File: src/rtl/ram_arbiter.sv
// Shares one RAM between the fetch and load/store ports, with a turnaround cycle after every store.
// Optional `ARB_ROUND_ROBIN_EN`: round-robin on contention instead of data-port priority.
module ram_arbiter #(
   parameter int ADDR_WIDTH = 32,
   parameter int DATA_WIDTH = 32
) (
   input  logic                    clk,
   input  logic                    rst_n,
   input  logic                    i_req,
   input  logic [ADDR_WIDTH-1:0]   i_addr,
   output logic                    i_gnt,
   output logic                    i_rvalid,
   output logic [DATA_WIDTH-1:0]   i_rdata,
   input  logic                    d_req,
   input  logic                    d_wen,
   input  logic [DATA_WIDTH/8-1:0] d_byte_en,
   input  logic [ADDR_WIDTH-1:0]   d_addr,
   input  logic [DATA_WIDTH-1:0]   d_wdata,
   output logic                    d_gnt,
   output logic                    d_rvalid,
   output logic [DATA_WIDTH-1:0]   d_rdata,
   output logic                    ram_wen,
   output logic [DATA_WIDTH/8-1:0] ram_byte_en,
   output logic [ADDR_WIDTH-1:0]   ram_addr,
   output logic [DATA_WIDTH-1:0]   ram_wdata,
   output logic                    ram_data_oe,
   input  logic [DATA_WIDTH-1:0]   ram_rdata
);

   typedef enum logic {IDLE, TURN} state_t;

   state_t                  state_q, state_d;
   logic                    i_gnt_c, d_gnt_c, store_c, d_wins;
   logic [ADDR_WIDTH-1:0]   ram_addr_q, ram_addr_d;
   logic                    i_rvalid_q, d_rvalid_q;
   logic [DATA_WIDTH-1:0]   i_rdata_q, d_rdata_q;

`ifdef ARB_ROUND_ROBIN_EN
   // 1 when the data port received the most recent grant.
   logic last_d_q, last_d_d;

   always_comb begin
      last_d_d = last_d_q;
      if (d_gnt_c)      last_d_d = 1'b1;
      else if (i_gnt_c) last_d_d = 1'b0;
   end

   always_ff @(posedge clk or negedge rst_n) begin
      if (!rst_n) last_d_q <= 1'b0;
      else        last_d_q <= last_d_d;
   end

   assign d_wins = !last_d_q;
`else
   assign d_wins = 1'b1;
`endif

   always_comb begin
      state_d = state_q;
      i_gnt_c = 1'b0;
      d_gnt_c = 1'b0;
      case (state_q)
         IDLE: begin
            if (d_req && (!i_req || d_wins)) d_gnt_c = 1'b1;
            else if (i_req)                  i_gnt_c = 1'b1;
            if (d_gnt_c && d_wen)            state_d = TURN;
         end
         TURN:    state_d = IDLE;
         default: state_d = IDLE;
      endcase
      // Grants are combinational, so they must also vanish while reset is held.
      if (!rst_n) begin
         i_gnt_c = 1'b0;
         d_gnt_c = 1'b0;
      end
   end

   assign store_c = d_gnt_c && d_wen;

   always_comb begin
      ram_addr_d = ram_addr_q;
      if (d_gnt_c)      ram_addr_d = d_addr;
      else if (i_gnt_c) ram_addr_d = i_addr;
   end

   always_ff @(posedge clk or negedge rst_n) begin
      if (!rst_n) begin
         state_q    <= IDLE;
         ram_addr_q <= '0;
         i_rvalid_q <= 1'b0;
         d_rvalid_q <= 1'b0;
         i_rdata_q  <= '0;
         d_rdata_q  <= '0;
      end else begin
         state_q    <= state_d;
         ram_addr_q <= ram_addr_d;
         i_rvalid_q <= i_gnt_c;
         d_rvalid_q <= d_gnt_c && !d_wen;
         if (i_gnt_c)            i_rdata_q <= ram_rdata;
         if (d_gnt_c && !d_wen)  d_rdata_q <= ram_rdata;
      end
   end

   assign i_gnt       = i_gnt_c;
   assign d_gnt       = d_gnt_c;
   assign i_rvalid    = i_rvalid_q;
   assign d_rvalid    = d_rvalid_q;
   assign i_rdata     = i_rdata_q;
   assign d_rdata     = d_rdata_q;
   assign ram_wen     = store_c;
   assign ram_data_oe = store_c;
   assign ram_wdata   = store_c ? d_wdata : '0;
   assign ram_addr    = ram_addr_d;
   assign ram_byte_en = store_c ? d_byte_en :
                        (i_gnt_c || d_gnt_c) ? {(DATA_WIDTH/8){1'b1}} : '0;

endmodule
File: config.mk
export PLATFORM = sky130hd
export DESIGN_NAME = ram_arbiter
export DESIGN_NICKNAME = d
export VERILOG_FILES = /design/src/rtl/ram_arbiter.sv
export SDC_FILE = /design/constraint.sdc
export NUM_CORES = 1
export LEC_CHECK = 0
export ABC_AREA = 1
export BUFFER_PORTS_ARGS = -buffer_cell sky130_fd_sc_hd__buf_2
export CORE_MARGIN = 5
export CORE_UTILIZATION = 47
export CTS_BUF_LIST = sky130_fd_sc_hd__clkbuf_8 sky130_fd_sc_hd__clkbuf_16
export CTS_CLUSTER_DIAMETER = 100
export DETAILED_ROUTE_END_ITERATION = 6
export GPL_ROUTABILITY_DRIVEN = 0
export PLACE_DENSITY = 0.86
export SLEW_MARGIN = 20
export SYNTH_ARGS = -nofsm -noshare
export SYNTH_HDL_FRONTEND = slang
export SYNTH_SLANG_ARGS = --single-unit
File: constraint.sdc
create_clock -name clk -period 2.7 [get_ports clk]
set_input_delay 0.54 -clock clk [delete_from_list [all_inputs] [get_ports clk]]
set_output_delay 0.54 -clock clk [all_outputs]
set_load 0.05 [all_outputs]
# Word level (Yosys, flattened, before mapping)
# Cells that the tools add are included.
# totals
ff_bits	99
inputBits	137
output_inout_bits	138
word_cells	27
# classes
muxes	15
bitwise_logic	1
reduce_logical	5
# ops
operator	n
32-bit two-way mux	3
1-bit two-way mux	9
4-bit two-way mux	2
1-bit logical AND	3
1-bit one-hot mux with 2 select lines	1
1-bit zero test	1
1-bit logical OR	1
1-bit NOT	1

# Longest topological paths before layout
# logic_depth
word_depth	7
mapped_depth	7
mapped_depth_nobuf	6

# Least setup slack after synthesis
# OpenSTA, ideal clock, no wires.
# synth_path
kind	input-to-output
start	in d_req
end	out ram_byte_en[0]
arrival_time_ns	1.687
required_time_ns	2.160
slack_ns	0.473
cell_stages	6
path_cell_list	inv_2 -> nor2_4 -> nand3_1 -> inv_1 -> nand2_1 -> nand2_1
# synth_between
elab_cells_between_ends	11
classes_between	9 x mux; 2 x reduce/logical
# synth_lines
item	line_no	rtl
start, declared	14	input logic d_req,
1-bit two-way mux	64	if (d_req && (!i_req || d_wins)) d_gnt_c = 1'b1;
1-bit two-way mux (2 in a row)	62	case (state_q)
1-bit two-way mux	72	if (!rst_n) begin
1-bit logical AND	78	assign store_c = d_gnt_c && d_wen;
net ram_data_oe	26	output logic ram_data_oe,
4-bit two-way mux	114	assign ram_byte_en = store_c ? d_byte_en :
end, declared	23	output logic [DATA_WIDTH/8-1:0] ram_byte_en,
# The timed path passes the listed nets, and every way through them passes these cells. The select of a mux whose other input is x is not followed.

# Worst setup path after layout
# layout_path
start	reg state_q
end	out ram_addr[8]
# layout_between
elab_chain_len	4
elab_cells_between_ends	6
classes_between	6 x mux
# layout_lines
item	line_no	rtl
start, declared	32	state_t state_q, state_d;
start signal, assigned	95	state_q <= state_d;
1-bit two-way mux	62	
1-bit two-way mux	72	
32-bit two-way mux	83	else if (i_gnt_c) ram_addr_d = i_addr;
32-bit two-way mux (*)	82	if (d_gnt_c) ram_addr_d = d_addr;
end, declared	24	output logic [ADDR_WIDTH-1:0] ram_addr,
# Every way passes the cells marked *; elsewhere a longest branch is shown, timed or not.

==> qor.yml <==
worst_setup_path:
  crit_fanout: 18
  reg2regPathDepth: 6
  cp-end-kind: "output port"
  critical_path_arrival_ns: 1.89
  r2r_start: "state_q"
  worstSetupPathType: "flop to output port"
  startpoint: "state_q"
  crit_required_ns: 2.16
  startpoint_type: "flop"
timing:
  max-slew-margin-rel_pct: 45.43
  finalSetupViolations: 0
  finalMaxSlewViolations: 0
  post-route-period-util_pct: 89.94
  period_needed_ns: 2.429
  final_hold_viol_count: 0
  max_freq_mhz: 411.8
  finalSetupTns_ns: 0
  worst_pin_slew_ns: 0.8186
  fin_hold_ws_ns: 0.2706
  rsz0062_at_grt: "false"
  clock_skew_ns: 0.007807
yosys:
  synth.area.top_cells: "dfrtp_1 53%, nand2_1 14%, inv_1 11%"
  synth_area_sq_um: 4644
  synth-edff-count: 0
  synth_seq_area_share_pct: 53.34
  yosysTopAreaCell: "dfrtp_1"
  yosys_warnings: 0
  synth_compound_area_share_pct: 7.139
  synthMuxAreaShare_pct: 0
  synth_cell_types: 18
  synthFlopType: "dfrtp_1"
  synth_top_family_by_area: "simple AND/OR/NAND/NOR gates"
  synth_top_area_share_pct: 53.34
  syn_inst: 605
  synth_nets: 742
  synthSimpleGateAreaFrac_pct: 24.27
  syn_avg_cell_area_sq_um: 7.677
  synth_commonest_cells: "171 x nand2_1, 132 x inv_1, 99 x dfrtp_1"
  synth_xor_area_share_pct: 0
  synth-seq-cells: 99
  synth_most_common_cell: "nand2_1"
  async_reset_ff_share_pct: 100.0
  synthAdderAreaFrac_pct: 0
placement:
  placedCellCount: 994
  dp_hpwl_um: 10610
  port_buffers: 274
clock_network:
  cts_resized: 0
  post_cts_buffers: 0
  worstSkewPairLatency_ns: 0.35
  clockRootBuffer: "clkbuf_8"
  cts_tree: "yes"
  cts_buffer_depth: 2
  cts_buffers: 9
  cts.sinks: 99
  clk_pin_slew_worst_paths_ns: 0.10
  h-tree-depth: 3
global_route:
  grt_pass1_vias: 4276
  grt_first_pass_wirelength_um: 20810
  grt_use_total_pct: 21.99
  grt_max_degree: 66
  overflow: 0
  grt_antenna_before_repair: 0
die:
  num_rows: 36
  die_area_sq_um: 11970
  pin_count: 275
  fp.dieW_um: 109.4
  start_util_pct: 47.96
  fp.dieH_um: 109.4
  design.core.area_sq_um: 9684
route:
  drt_first_pass_iters: 4
  drt-wirelength-per-cell_um: 13.60
  routed_wl_um: 13750
  drtIter0Drc: 235
  antenna_left: 0
  vias: 4627
  drc: 0
  viasPerCell: 4.577
layout:
  drive_gt1_share_pct: 35.88
  syn_to_final_growth_pct: 36.29
  fill_cells: 834
  stdcell_count: 1011
  antenna_cells: 0
  layout.nets: 1010
power_and_ir_drop:
  irDropWorstVdd_mv: 0.3319
  p_per_area_nw_per_um2: 752.8
  p_leak_nw: 4.086
  p_total_w: 0.004765
hold_path:
  min_path_type: "input port to asynchronous set/reset pin"
run_status:
  status: "complete, no violations"
run:
  drv_cap: 0
-- cells in the final DEF (no fill, tap or decap) --
| cell type | count |
|---|---|
| o21ai_2 | 3 |
| nor2_1 | 32 |
| buf_4 | 15 |
| buf_2 | 273 |
| clkinvlp_4 | 2 |
| o21ai_0 | 4 |
| nand3_2 | 1 |
| buf_12 | 1 |
| nor3_1 | 1 |
| dlygate4sd3_1 | 1 |
| o21ai_1 | 57 |
| inv_1 | 133 |
| nand2_4 | 1 |
| dfrtp_1 | 99 |
| clkinv_4 | 1 |
| nor2_4 | 1 |
| nand2_1 | 171 |
| bufinv_16 | 1 |
| inv_2 | 3 |
| clkbuf_8 | 9 |
| nor2_2 | 1 |
| nand3_1 | 65 |
| inv_6 | 1 |
| inv_8 | 1 |
| nand2_2 | 1 |
-- worst max-delay path, cell delays in order, from the launching register on --
cell	delay, ns
dfrtp_1	0.44
nor2_2	0.18
nand2_4	0.15
buf_4	0.23
nand2_1	0.08
nand3_1	0.06
nand2_1	0.10
buf_2	0.27
-- through the flow --
| stage | setup slack (ns) | util (%) | cell area [sq um] |
|---|---|---|---|
| 2_1_floorplan | 0.4728 | - | 4644 |
| 3_3_place_gp | 0.4636 | 63.18 | 6118 |
| 3_5_place_dp | 0.3988 | 63.18 | 6118 |
| 4_1_cts | 0.2343 | 65.36 | 6330 |
| 5_1_grt | 0.1233 | 65.36 | 6330 |
| 6_report | 0.2715 | 65.36 | 6330 |
-- path summary, 6_finish.rpt --
path	end	slack [ns]
min in group clk	ram_addr_q[15]	0.40
max in group asynchronous	d_rdata[17]	1.73
hold reg to reg	i_rdata[30]	0.49
hold / removal	i_rdata[25]	0.27
setup / recovery	ram_addr[8]	0.27
setup reg to reg	i_rdata[20]	1.09
-- power by group --
part           internal [W]  leakage [nW]  total (W)  switching [W]
clock              0.000437        0.0992   0.000958       0.000521
sequential          0.00174          1.22    0.00186       0.000115
combinational      0.000446          2.76    0.00195        0.00151
-- flip-flops by register name, indices dropped and copies added, names as in the netlist --
register and count:
d_rdata 32, i_rdata 32, ram_addr_q 32, d_rvalid 1, i_rvalid 1, state_q 1
-- cell families after synthesis --
logic type | count (synthesis)
AND/OR/NAND/NOR | 274
flip-flops | 99
buffers and inverters | 168
AO/OA/AOI/OAI | 64
-- metal layers --
metal  GRT usage [%]  up-vias  wire length [um]
li1                -     2340                 -
met1           29.67     2076              5749
met2           34.31      184              6444
met3           5.167       27              1230
met4           8.727        0               327
met5               0        -                 0
-- timing repair --
action | in CTS | in global routing
setup endpoints to repair | 0 | 0
hold buffers | 1 | 0
hold endpoints to repair | 1 | 0
-- area by class of cell --
class                   instances  area (sq um)  area share [%]
inverters                     135         506.7           8.006
clock buffers                   9         123.9           1.957
flip-flops and latches         99          2477           39.14
multi-input cells             338          1469           23.21
well taps                     133         166.4           2.629
clock inverters                 7         77.57           1.226
repair buffers                290          1509           23.84
Power figures use the tool's default switching activity.
